$ cat src/rtl/boot_loader_pkg.sv
// Shared types and constants for the byte-stream program loader.
package boot_loader_pkg;

  typedef enum logic [2:0] {
    IDLE,
    HDR,
    LOAD,
    CSUM,
    DONE,
    ERROR
  } boot_state_t;

  // Word-count header length in bytes (little-endian 32-bit count).
  localparam int BOOT_HDR_BYTES = 4;

endpackage

$ cat src/rtl/boot_word_assembler.sv
// Packs a byte stream little-endian into 32-bit words; pulses word_valid the
// cycle after the 4th byte of each word is presented.
module boot_word_assembler (
  input  logic        clk,
  input  logic        rst,
  input  logic        clear,
  input  logic        byte_valid,
  input  logic [7:0]  byte_data,
  output logic [1:0]  lane,
  output logic        word_valid,
  output logic [31:0] word_data
);

  logic [1:0]  lane_q, lane_d;
  logic [23:0] buf_q, buf_d;
  logic        word_valid_q, word_valid_d;
  logic [31:0] word_data_q, word_data_d;

  // Shift bytes into the top of the buffer so b0 ends up in the low byte.
  always_comb begin
    lane_d       = lane_q;
    buf_d        = buf_q;
    word_valid_d = 1'b0;
    word_data_d  = word_data_q;
    if (clear) begin
      lane_d = 2'd0;
      buf_d  = '0;
    end else if (byte_valid) begin
      lane_d = lane_q + 2'd1;
      if (lane_q == 2'd3) begin
        word_valid_d = 1'b1;
        word_data_d  = {byte_data, buf_q};
      end else begin
        buf_d = {byte_data, buf_q[23:8]};
      end
    end
  end

  // State registers; word data holds its last value between pulses.
  always_ff @(posedge clk or posedge rst) begin
    if (rst) begin
      lane_q       <= 2'd0;
      buf_q        <= '0;
      word_valid_q <= 1'b0;
      word_data_q  <= '0;
    end else begin
      lane_q       <= lane_d;
      buf_q        <= buf_d;
      word_valid_q <= word_valid_d;
      word_data_q  <= word_data_d;
    end
  end

  assign lane       = lane_q;
  assign word_valid = word_valid_q;
  assign word_data  = word_data_q;

endmodule

$ cat src/rtl/boot_loader.sv
// Framed program loader: header word count, LE payload words written to the
// instruction memory, XOR checksum byte. Holds the cpu in reset until verified.
module boot_loader
  import boot_loader_pkg::*;
#(
  parameter int DEPTH      = 10000,
  parameter int ADDR_WIDTH = $clog2(DEPTH),
  parameter int BASE_ADDR  = 0
) (
  input  logic                  clk,
  input  logic                  rst,
  input  logic [7:0]            s_byte_tdata,
  input  logic                  s_byte_tvalid,
  output logic                  s_byte_tready,
  output logic                  imem_we,
  output logic [ADDR_WIDTH-1:0] imem_addr,
  output logic [31:0]           imem_wdata,
  output logic                  cpu_rst,
  output logic                  done,
  output logic                  error
);

  // Word count/index need one extra bit so N == DEPTH is representable.
  localparam int                  CW      = ADDR_WIDTH + 1;
  localparam logic [31:0]         DEPTH_W = 32'(DEPTH);
  localparam logic [ADDR_WIDTH-1:0] BASE_A = ADDR_WIDTH'(BASE_ADDR);

  boot_state_t           state_q, state_d;
  logic [1:0]            hdr_cnt_q, hdr_cnt_d;
  logic [23:0]           hdr_q, hdr_d;
  logic [CW-1:0]         n_q, n_d;
  logic [CW-1:0]         word_cnt_q, word_cnt_d;
  logic [7:0]            csum_q, csum_d;
  logic [ADDR_WIDTH-1:0] imem_addr_q, imem_addr_d;
  logic                  done_q, done_d;
  logic                  error_q, error_d;
  logic                  cpu_rst_q, cpu_rst_d;

  logic        acc;
  logic [31:0] hdr_full;
  logic [1:0]  lane;
  logic        asm_valid;

  assign s_byte_tready = (state_q == HDR) || (state_q == LOAD) || (state_q == CSUM);
  assign acc           = s_byte_tvalid && s_byte_tready;
  // Full 32-bit count as it stands once the current (4th) header byte lands.
  assign hdr_full      = {s_byte_tdata, hdr_q};

  boot_word_assembler u_asm (
    .clk        (clk),
    .rst        (rst),
    .clear      (state_q != LOAD),
    .byte_valid (acc && (state_q == LOAD)),
    .byte_data  (s_byte_tdata),
    .lane       (lane),
    .word_valid (asm_valid),
    .word_data  (imem_wdata)
  );

  // Next-state, counters, checksum and registered status outputs.
  always_comb begin
    state_d     = state_q;
    hdr_cnt_d   = hdr_cnt_q;
    hdr_d       = hdr_q;
    n_d         = n_q;
    word_cnt_d  = word_cnt_q;
    csum_d      = csum_q;
    imem_addr_d = imem_addr_q;
    case (state_q)
      IDLE: state_d = HDR;
      HDR: if (acc) begin
        hdr_d     = {s_byte_tdata, hdr_q[23:8]};
        hdr_cnt_d = hdr_cnt_q + 2'd1;
        if (hdr_cnt_q == 2'(BOOT_HDR_BYTES - 1)) begin
          // Range-check the full 32-bit count before narrowing it.
          if (hdr_full == 32'd0 || hdr_full > DEPTH_W) begin
            state_d = ERROR;
          end else begin
            n_d     = hdr_full[CW-1:0];
            state_d = LOAD;
          end
        end
      end
      LOAD: if (acc) begin
        csum_d = csum_q ^ s_byte_tdata;
        if (lane == 2'd3) begin
          imem_addr_d = BASE_A + word_cnt_q[ADDR_WIDTH-1:0];
          word_cnt_d  = word_cnt_q + CW'(1);
          if (word_cnt_q == n_q - CW'(1)) state_d = CSUM;
        end
      end
      CSUM: if (acc) begin
        state_d = (s_byte_tdata == csum_q) ? DONE : ERROR;
      end
      default: state_d = state_q;
    endcase
    done_d    = (state_q == DONE);
    error_d   = (state_q == ERROR);
    cpu_rst_d = (state_q != DONE);
  end

  // State register; rst aborts any load in progress.
  always_ff @(posedge clk or posedge rst) begin
    if (rst) begin
      state_q     <= IDLE;
      hdr_cnt_q   <= 2'd0;
      hdr_q       <= '0;
      n_q         <= '0;
      word_cnt_q  <= '0;
      csum_q      <= 8'd0;
      imem_addr_q <= '0;
      done_q      <= 1'b0;
      error_q     <= 1'b0;
      cpu_rst_q   <= 1'b1;
    end else begin
      state_q     <= state_d;
      hdr_cnt_q   <= hdr_cnt_d;
      hdr_q       <= hdr_d;
      n_q         <= n_d;
      word_cnt_q  <= word_cnt_d;
      csum_q      <= csum_d;
      imem_addr_q <= imem_addr_d;
      done_q      <= done_d;
      error_q     <= error_d;
      cpu_rst_q   <= cpu_rst_d;
    end
  end

  assign imem_we   = asm_valid;
  assign imem_addr = imem_addr_q;
  assign done      = done_q;
  assign error     = error_q;
  assign cpu_rst   = cpu_rst_q;

endmodule

$ cat config.mk
export PLATFORM = sky130hd
export DESIGN_NAME = boot_loader
export DESIGN_NICKNAME = d
export VERILOG_FILES = /design/src/rtl/boot_loader_pkg.sv /design/src/rtl/boot_word_assembler.sv /design/src/rtl/boot_loader.sv
export SDC_FILE = /design/constraint.sdc
export NUM_CORES = 1
export LEC_CHECK = 0
export ABC_AREA = 1
export CELL_PAD_IN_SITES_DETAIL_PLACEMENT = 1
export CELL_PAD_IN_SITES_GLOBAL_PLACEMENT = 2
export CORE_AREA = 2 2 133 135
export DETAILED_ROUTE_END_ITERATION = 7
export DIE_AREA = 0 0 135 137
export GPL_TIMING_DRIVEN = 0
export PLACE_DENSITY_LB_ADDON = 0.2
export SYNTH_ARGS = -nofsm -noshare
export SYNTH_HDL_FRONTEND = slang
export SYNTH_SLANG_ARGS = --single-unit
$ cat constraint.sdc
create_clock -name clk -period 14.15 [get_ports clk]
set_clock_uncertainty 0.2 [all_clocks]
set_input_delay 2.83 -clock clk [delete_from_list [all_inputs] [get_ports clk]]
set_output_delay 2.83 -clock clk [all_outputs]
set_load 0.02 [all_outputs]
==> impl_metrics.py, run 1 <==
metrics = {
    "place": {
        "gp_congestion": 0.8032,
        "dpl_worst_slack_ns": 9.029,
        "portBuffers": 61,
        "dp.cells": 985,
        "dpl.hpwl_mm": 12.36,
    },
    "logic_synthesis": {
        "async_flop_share": 1.000,
        "synth_common_cells": "188 x nand2_1, 142 x dfrtp_1, 77 x inv_1",
        "synth_area_leaders": "dfrtp_1 56%, nand2_1 11%, o21ai_0 6.0%, inv_1 4.5%, xor2_1 3.6%",
        "yosysMostFrequentCell": "nand2_1",
        "ys_ff_latch": 143,
        "syn-num-nets": 713,
        "yosysSeqAreaShare": 0.5609,
        "synth_flop_cell": "dfrtp_1",
        "yosysTopAreaCell": "dfrtp_1",
        "avgSynthCellArea_um2": 9.144,
        "synth_area_um2": 6382,
        "netlist.area_leader.share": 0.5568,
        "syn_inst": 698,
        "synth_enable_flop_cells": 0,
        "yosysWarnings": 0,
        "synth_cell_types": 37,
    },
    "power_and_ir_drop": {
        "fin_total_pwr_w": 0.0009094,
        "power.switching_w": 0.0001842,
        "p_leak_nw": 3.723,
        "intPower_w": 0.0007252,
        "seqPwrFrac": 0.452,
        "share_comb_of_total_power": 0.021,
        "switching_share": 0.2026,
        "powerDensity_nw_per_um2": 114.6,
        "max-vdd-ir-drop_v": 0.00009113,
        "clkPwrFrac": 0.527,
    },
    "clocking": {
        "clockBufferDepth": 2,
        "cts_resized": 0,
        "clk_pin_slew_ns": 0.06,
        "cts_tree": "built",
        "cts_setup_buffers": 0,
        "cts.sinks": 143,
        "clk_latency_ns": 0.42,
        "cts_buffers": 17,
        "htreeDepth": 4,
        "cts-hold-fix-buffers": 0,
        "clk_root_buffer_cell": "clkbuf_16",
    },
    "setup_path": {
        "startpoint_type": "flop",
        "criticalPathCategory": "flop to primary output",
        "r2r_end": "state_q[1]$_DFFE_PP0P_",
        "startpoint": "state_q[0]$_DFFE_PP0P_",
        "reg2reg_slack_ns": 11.90,
        "r2r_cells": 13,
        "worst-path-max-fanout": 5,
        "end_kind": "primary output",
        "cp.arrival_ns": 1.76,
        "setup.worst_path.end": "s_byte_tready",
        "rr_startpoint": "u_asm.lane[0]$_DFFE_PP0P_",
        "required_ns": 11.12,
    },
    "die": {
        "core_um2": 17060,
        "dieHeight_um": 137,
        "dieArea_um2": 18500,
        "start_util": 0.3742,
        "row_count": 48,
        "ioPinCount": 62,
        "die_w_um": 135,
    },
    "cells_and_area": {
        "area_growth_pct": 24.39,
        "fillers": 1963,
        "post-route-util": 0.4654,
        "antennaDiodeCount": 0,
        "final_nets": 794,
        "finalNonFillerCells": 1016,
        "drive_gt1_frac": 0.08470,
    },
    "sta": {
        "fin_crit_sh": 0.3389,
        "finalSetupViolations": 0,
        "slew_viol_final": 0,
        "fin_ws_ns": 9.355,
        "hold_viol": 0,
        "fmax_mhz": 208.6,
        "worst_pin_slew_ns": 0.6206,
        "slew_headroom": 0.5862,
        "finalCriticalPeriod_ns": 4.795,
        "fin_tns_setup_ns": 0,
        "grt_setup_unrepaired": "no",
    },
    "global_route": {
        "met1_usage": 0.2482,
        "grt_pass1_wl_mm": 28.18,
        "grt_pass1_vias": 5474,
        "grt_remaining_overflow": 0,
        "track_usage": 0.1974,
        "grt_max_degree": 80,
        "busiest_layer": "met2",
        "use_met2": 0.3407,
        "antenna_found_initial": 0,
        "use_met3": 0.03222,
    },
    "route": {
        "ant_nets": 0,
        "drc": 0,
        "drt_wl_total_mm": 16.92,
        "vias": 5023,
        "avgViaCountPerCell": 4.944,
        "first_pass_iters": 4,
        "avgRoutedWirePerCell_um": 16.65,
        "drt-initial-drc-count": 292,
    },
    "hold_path": {
        "hp-class": "flop to flop",
    },
    "run_status": {
        "outcome": "finished, final reports clean",
    },
    "run": {
        "maxCapViolCount": 0,
    },
}
[layout by cell type (no fill, tap or decap), types with 4 or more instances in the layout]
cell             instances
nand3_1                 23
nand2_1                188
inv_1                   76
o32ai_1                 24
xor2_1                  26
bufinv_16                4
buf_2                    4
nor2_1                  43
o21ai_0                 76
ha_1                     4
clkdlybuf4s50_1         61
clkbuf_16               17
dfrtp_1                142
xnor2_1                  6
clkbuf_1                20
o21ai_1                  5
a21oi_1                  6
nor3_1                   9
nand4_1                  8
mux2_2                   7
inv_2                    5
[layout make-up]
| class | instances | area, um2 | area share |
|---|---|---|---|
| plain buffers | 25 | 107.6 | 0.01355 |
| clock inverters | 8 | 153.9 | 0.01939 |
| clock buffers | 23 | 478.0 | 0.06020 |
| well taps | 225 | 281.5 | 0.03546 |
| multi-input cells | 447 | 2379 | 0.2996 |
| inverters | 83 | 321.6 | 0.04050 |
| flip-flops and latches | 143 | 3580 | 0.4509 |
| repair buffers | 62 | 638.1 | 0.08038 |
[metrics by stage]
step	hold WS [ns]	cell area, um2
final	0.2815	7939
after global routing	0.3153	7939
after CTS	0.2856	7939
after detailed placement	0.2725	7307
after global placement	0.2643	7274
after floorplan	0.2528	6382
[how the worst min path moves through the flow]
stage,start,end,slack (ns),cells after the start
global route,hdr_cnt_q[0]$_DFFE_PP0P_,hdr_cnt_q[0]$_DFFE_PP0P_,0.32,1
detailed placement,u_asm.word_data[5]$_DFFE_PP0P_,u_asm.word_data[5]$_DFFE_PP0P_,0.27,2
CTS,hdr_cnt_q[0]$_DFFE_PP0P_,hdr_cnt_q[0]$_DFFE_PP0P_,0.29,1
global placement,imem_addr[9]$_DFFE_PP0P_,imem_addr[9]$_DFFE_PP0P_,0.26,2
finish,hdr_cnt_q[0]$_DFFE_PP0P_,hdr_cnt_q[0]$_DFFE_PP0P_,0.28,1
floorplan,hdr_cnt_q[0]$_DFFE_PP0P_,hdr_cnt_q[0]$_DFFE_PP0P_,0.25,1
[critical path: stages, from the launching register on]
cell	delay [ns]
dfrtp_1	0.41
inv_2	0.10
a21oi_1	0.21
clkdlybuf4s50_1	0.64
[cell families after synthesis]
family                     Yosys count  synth area share
AOI/OAI and AO/OA                  112            0.1023
xor gates and xnor gates            34           0.05117
adders and majority gates            4          0.007842
buffers and inverters              108           0.06646
DFF                                143            0.5609
muxes                                7           0.01235
and+or+nand+nor                    290            0.1990
[power groups by stage]
stage	registers, W	clock network (W)	logic [W]
after global placement	0.000418	0	0.0000183
final	0.000411	0.000479	0.0000193
after floorplan	0.000418	0	0.0000108
after global routing	0.000411	0.000507	0.0000221
after detailed placement	0.000418	0	0.0000202
after CTS	0.000411	0.000491	0.0000202
[routing by layer]
layer  routed length [um]  vias up  part of all wire
met2                 8579       75              0.51
li1                     -     2405                 -
met1                 7539     2514              0.45
met4                  385        0             0.023
met5                    0        -                 0
met3                  411       29             0.024
[flip-flops by register name (all words and copies together), names as in the netlist]
signal	flops
u_asm.lane	2
error	1
n_q	15
imem_addr	14
u_asm.buf_q	24
hdr_q	24
u_asm.word_valid	1
done	1
u_asm.word_data	32
word_cnt_q	15
hdr_cnt_q	2
csum_q	8
cpu_rst	1
state_q	3
Power figures use the tool's default switching activity.
==> inputs of run 2 (changes only) <==
--- a/config.mk
+++ b/config.mk
@@ -8,9 +8,9 @@
 export ABC_AREA = 1
 export CELL_PAD_IN_SITES_DETAIL_PLACEMENT = 1
 export CELL_PAD_IN_SITES_GLOBAL_PLACEMENT = 2
-export CORE_AREA = 2 2 133 135
+export CORE_AREA = 2 2 145 147
 export DETAILED_ROUTE_END_ITERATION = 7
-export DIE_AREA = 0 0 135 137
+export DIE_AREA = 0 0 147 149
 export GPL_TIMING_DRIVEN = 0
 export PLACE_DENSITY_LB_ADDON = 0.2
 export SYNTH_ARGS = -nofsm -noshare
==> constraint.sdc (replaced) <==
create_clock -name clk -period 4.1 [get_ports clk]
set_clock_uncertainty 0.2 [all_clocks]
set_input_delay 0.82 -clock clk [delete_from_list [all_inputs] [get_ports clk]]
set_output_delay 0.82 -clock clk [all_outputs]
set_load 0.02 [all_outputs]
==> run 2 against run 1 <==
Effect of this change:
- core utilization down 7.5 points
- worst setup slack worse by 8.1 ns
- critical path depth unchanged
- critical endpoint unchanged
- largest power group unchanged
==> impl_metrics.py, run 2 (synthesis gave the netlist of run 1 again) <==
metrics = {
    "run": {
        "maxCapViolCount": 0,
    },
    "clocking": {
        "clk_latency_ns": 0.42,
        "cts_resized": 0,
        "cts_setup_buffers": 0,
        "cts_buffers": 17,
        "cts-hold-fix-buffers": 0,
        "cts_tree": "built",
        "clk_root_buffer_cell": "clkbuf_16",
        "clk_pin_slew_ns": 0.06,
        "htreeDepth": 4,
        "cts.sinks": 143,
        "clockBufferDepth": 2,
    },
    "sta": {
        "fin_tns_setup_ns": 0,
        "worst_pin_slew_ns": 0.6061,
        "finalCriticalPeriod_ns": 2.796,
        "grt_setup_unrepaired": "no",
        "slew_headroom": 0.5960,
        "hold_viol": 0,
        "fmax_mhz": 357.7,
        "fin_ws_ns": 1.304,
        "finalSetupViolations": 0,
        "slew_viol_final": 0,
        "fin_crit_sh": 0.6819,
    },
    "setup_path": {
        "end_kind": "primary output",
        "required_ns": 3.08,
        "max_stage_delay_ns": 0.64,
        "crit_chain": "inv_2 > a21oi_1 > clkdlybuf4s50_1",
        "cp.arrival_ns": 1.78,
        "worst-path-max-fanout": 5,
        "criticalPathCategory": "flop to primary output",
        "path_buf_inv": 2,
        "startpoint_type": "flop",
        "critPathSlowestCell": "clkdlybuf4s50_1",
        "crit_family": "buffers and inverters",
    },
    "global_route": {
        "grt_max_degree": 39,
        "grt_remaining_overflow": 0,
        "track_usage": 0.1672,
        "grt_pass1_wl_mm": 28.57,
        "grt_pass1_vias": 5507,
        "antenna_found_initial": 0,
    },
    "die": {
        "die_w_um": 147,
        "dieHeight_um": 149,
        "dieArea_um2": 21900,
        "ioPinCount": 62,
        "core_um2": 20560,
        "row_count": 53,
        "start_util": 0.3105,
    },
    "route": {
        "avgRoutedWirePerCell_um": 16.21,
        "avgViaCountPerCell": 4.662,
        "first_pass_iters": 4,
        "ant_nets": 0,
        "vias": 4988,
        "drc": 0,
        "drt-initial-drc-count": 194,
        "drt_wl_total_mm": 17.34,
    },
    "cells_and_area": {
        "finalNonFillerCells": 1070,
        "fin_area_um2": 8018,
        "final_nets": 797,
        "layout_common_cells": "188 x nand2_1, 142 x dfrtp_1, 76 x o21ai_0, 76 x inv_1, 61 x clkdlybuf4s50_1",
        "largest_register_ffs": 32,
        "drive_gt1_frac": 0.09182,
        "antennaDiodeCount": 0,
        "fillers": 2360,
        "final_common_cell": "nand2_1",
        "area_growth_pct": 25.62,
    },
    "place": {
        "place_area_um2": 7421,
        "dpl_worst_slack_ns": 0.9769,
        "dpl.hpwl_mm": 13.21,
        "dp.cells": 1038,
        "gp_congestion": 0.7482,
        "portBuffers": 61,
    },
    "power_and_ir_drop": {
        "fin_total_pwr_w": 0.003059,
        "powerDensity_nw_per_um2": 381.5,
        "max-vdd-ir-drop_v": 0.0002794,
        "p_leak_nw": 3.725,
    },
    "run_status": {
        "outcome": "finished, final reports clean",
    },
    "hold_path": {
        "hp-class": "flop to flop",
    },
}
## run 2: cell types whose count changed in the layout (fill, tap and decap cells not counted)
cell | previous run | this run
inv_6 | 3 | 6
clkinv_4 | 2 | 4
clkinvlp_4 | 1 | 3
bufinv_16 | 4 | 2
buf_16 | 1 | 0
clkbuf_8 | 3 | 1
clkbuf_1 | 20 | 18
buf_12 | 0 | 4
## run 2: metal layers
metal	wire (um)	vias up	share of wire	global-route usage
li1	-	2420	-	-
met1	8023	2505	0.46	0.2092
met2	8818	49	0.51	0.2981
met3	302	14	0.017	0.02416
met4	198	0	0.011	0.05625
met5	0	-	0	0
## run 2: final timing paths
| check | start | to | slack, ns | cells after the start |
|---|---|---|---|---|
| max | state_q[0]$_DFFE_PP0P_ | s_byte_tready | 1.30 | 3 |
| min | hdr_cnt_q[0]$_DFFE_PP0P_ | hdr_cnt_q[0]$_DFFE_PP0P_ | 0.28 | 1 |
| max reg2reg | u_asm.lane[0]$_DFFE_PP0P_ | state_q[2]$_DFFE_PP0P_ | 1.82 | 13 |
| min reg2reg | hdr_cnt_q[0]$_DFFE_PP0P_ | hdr_cnt_q[0]$_DFFE_PP0P_ | 0.28 | 1 |
| max in group asynchronous | rst | cpu_rst$_DFF_PP1_ | 2.28 | 4 |
| min in group asynchronous | rst | imem_addr[7]$_DFFE_PP0P_ | 0.57 | 2 |
## run 2: final cells by class
cell class,instances,area (um2),area share
multi-input cells,447,2379,0.2967
inverters,83,320.3,0.03995
plain buffers,25,107.6,0.01342
well taps,275,344.1,0.04292
clock inverters,13,153.9,0.01919
repair buffers,65,690.7,0.08614
clock buffers,19,442.9,0.05524
flip-flops and latches,143,3580,0.4465
## run 2: metrics by stage
step / utilization / hold slack (ns)
2_1_floorplan: - / 0.2528
3_3_place_gp: 0.3571 / 0.2663
3_5_place_dp: 0.3610 / 0.2670
4_1_cts: 0.3900 / 0.2859
5_1_grt: 0.3900 / 0.3175
6_report: 0.3900 / 0.2782
## run 2: power breakdown
part	total [W]	leakage (nW)	switching [W]	internal, W
combinational	0.0000728	1.57	0.0000489	0.0000238
clock	0.00157	0.286	0.000642	0.000926
sequential	0.00142	1.87	0.00000294	0.00142
==> inputs of run 3 (changes only) <==
--- a/config.mk
+++ b/config.mk
@@ -8,9 +8,9 @@
 export ABC_AREA = 1
 export CELL_PAD_IN_SITES_DETAIL_PLACEMENT = 1
 export CELL_PAD_IN_SITES_GLOBAL_PLACEMENT = 2
-export CORE_AREA = 2 2 145 147
+export CORE_AREA = 2 2 137 139
 export DETAILED_ROUTE_END_ITERATION = 7
-export DIE_AREA = 0 0 147 149
+export DIE_AREA = 0 0 139 141
 export GPL_TIMING_DRIVEN = 0
 export PLACE_DENSITY_LB_ADDON = 0.2
 export SYNTH_ARGS = -nofsm -noshare
==> constraint.sdc (replaced) <==
create_clock -name clk -period 2.6 [get_ports clk]
set_clock_uncertainty 0.2 [all_clocks]
set_input_delay 0.52 -clock clk [delete_from_list [all_inputs] [get_ports clk]]
set_output_delay 0.52 -clock clk [all_outputs]
set_load 0.02 [all_outputs]
==> run 3 against run 2 <==
Effect of this change:
- combinational power grew 58%
- cell count down 3.8%
- worst setup slack worse by 1.1 ns
- critical path type is now input port to flop
- largest power group unchanged
- highest routed layer unchanged
==> impl_metrics.py, run 3 (synthesis gave the netlist of run 1 again) <==
metrics = {
    "hold_path": {
        "hp-class": "input port to async pin",
    },
    "setup_path": {
        "r2r_cells": 13,
        "crit_chain": "clkdlybuf4s50_1 > inv_1 > nand4_1 > nor3_1 > nand2_1 > nor2_1 > nand3_2 > nor2_4 > buf_4 > o21ai_0",
        "criticalPathCategory": "input port to flop",
        "r2r_end": "state_q[1]$_DFFE_PP0P_",
        "end_kind": "flop",
        "startpoint_type": "input port",
        "path_buf_inv": 3,
        "cp.arrival_ns": 2.46,
        "worst-path-max-fanout": 10,
        "max_stage_delay_ns": 0.45,
        "required_ns": 2.70,
        "crit_family": "simple AND/OR/NAND/NOR gates",
        "reg2reg_slack_ns": 0.34,
        "critPathSlowestCell": "clkdlybuf4s50_1",
        "rr_startpoint": "u_asm.lane[0]$_DFFE_PP0P_",
    },
    "die": {
        "ioPinCount": 62,
        "dieArea_um2": 19600,
        "die_w_um": 139,
        "row_count": 50,
        "dieHeight_um": 141,
        "core_um2": 18270,
        "start_util": 0.3494,
    },
    "sta": {
        "finalSetupViolations": 0,
        "grt_setup_unrepaired": "no",
        "fin_tns_setup_ns": 0,
        "fmax_mhz": 424.8,
        "fin_ws_ns": 0.2462,
        "fin_crit_sh": 0.9053,
        "hold_viol": 0,
        "finalCriticalPeriod_ns": 2.354,
        "slew_viol_final": 0,
        "worst_pin_slew_ns": 0.5735,
        "slew_headroom": 0.6176,
    },
    "clocking": {
        "cts_resized": 0,
        "cts_tree": "built",
        "clk_pin_slew_ns": 0.06,
        "cts-hold-fix-buffers": 0,
        "cts_setup_buffers": 0,
        "clk_latency_ns": 0.43,
        "cts_buffers": 17,
        "clockBufferDepth": 2,
        "htreeDepth": 4,
        "clk_root_buffer_cell": "clkbuf_16",
        "cts.sinks": 143,
    },
    "cells_and_area": {
        "final_nets": 797,
        "drive_gt1_frac": 0.09182,
        "area_growth_pct": 26.11,
        "layout_common_cells": "188 x nand2_1, 142 x dfrtp_1, 76 x o21ai_0, 76 x inv_1, 60 x clkdlybuf4s50_1",
        "largest_register_ffs": 32,
        "final_common_cell": "nand2_1",
        "antennaDiodeCount": 0,
    },
    "route": {
        "vias": 5047,
        "first_pass_iters": 4,
        "avgViaCountPerCell": 4.905,
        "drc": 0,
        "ant_nets": 0,
        "drt_wl_total_mm": 17.45,
        "drt-initial-drc-count": 208,
        "avgRoutedWirePerCell_um": 16.95,
    },
    "power_and_ir_drop": {
        "max-vdd-ir-drop_v": 0.0004785,
        "p_leak_nw": 3.778,
        "powerDensity_nw_per_um2": 640.5,
    },
    "place": {
        "gp_congestion": 0.7796,
        "dpl.hpwl_mm": 12.82,
        "portBuffers": 61,
        "dpl_worst_slack_ns": -0.2287,
    },
    "run_status": {
        "outcome": "finished, final reports clean",
    },
    "global_route": {
        "grt_max_degree": 44,
        "track_usage": 0.1918,
        "grt_pass1_wl_mm": 29.50,
        "grt_remaining_overflow": 0,
        "antenna_found_initial": 0,
        "grt_pass1_vias": 5601,
    },
    "run": {
        "maxCapViolCount": 0,
    },
}
run 3: cell types whose count changed in the layout (fill, tap and decap cells not counted):
cell             change
clkinv_4             -2
inv_6                -4
clkdlybuf4s50_1      -1
clkinvlp_4           +1
dlymetal6s2s_1       +1
bufinv_16            +4
clkinv_2             +1
run 3: worst max-delay path by stage:
stage,from,slack (ns),depth (start not counted),end
6_report,s_byte_tdata[7],0.25,10,n_q[1]$_DFFE_PP0P_
5_1_grt,s_byte_tdata[3],0.02,10,n_q[1]$_DFFE_PP0P_
4_1_cts,state_q[0]$_DFFE_PP0P_,0.07,3,s_byte_tready
3_5_place_dp,s_byte_tdata[7],-0.23,10,n_q[1]$_DFFE_PP0P_
3_3_place_gp,rst,-1.22,2,done$_DFF_PP0_
2_1_floorplan,rst,0.09,1,csum_q[0]$_DFFE_PP0P_
run 3: per-layer routing:
metal  GRT usage  routed length, um
met1      0.2391               7814
met2      0.3324               8822
met3     0.03974                450
met4     0.06699                357
met5           0                  0
run 3: per-stage QoR:
| stage | hold slack (ns) | utilization | total power, W | std cells | cell area, um2 |
|---|---|---|---|---|---|
| final | 0.1660 | 0.4406 | 0.005155 | 1029 | 8049 |
| after global routing | 0.1671 | 0.4406 | 0.005317 | 1029 | 8049 |
| after CTS | 0.1528 | 0.4405 | 0.005215 | 1029 | 8046 |
| after detailed placement | 0.2739 | 0.4034 | 0.002398 | 997 | 7370 |
| after global placement | 0.2659 | 0.3990 | 0.002378 | 993 | 7289 |
| after floorplan | 0.2528 | - | 0.002336 | 698 | 6386 |
run 3: power by group:
group	internal (W)	switching (W)	leakage (nW)
logic	0.0000376	0.0000777	1.59
clock network	0.00183	0.000975	0.320
registers	0.00223	0.00000488	1.87
total	0.00410	0.00106	3.78
run 3: final cells by class:
| class | count | area, um2 |
|---|---|---|
| clock buffers | 19 | 442.9 |
| multi-input cells | 447 | 2379 |
| well taps | 234 | 292.8 |
| flip-flops and latches | 143 | 3580 |
| inverters | 83 | 320.3 |
| repair buffers | 65 | 693.2 |
| clock inverters | 13 | 234.0 |
| plain buffers | 25 | 107.6 |
| fillers | 2092 | 10220 |
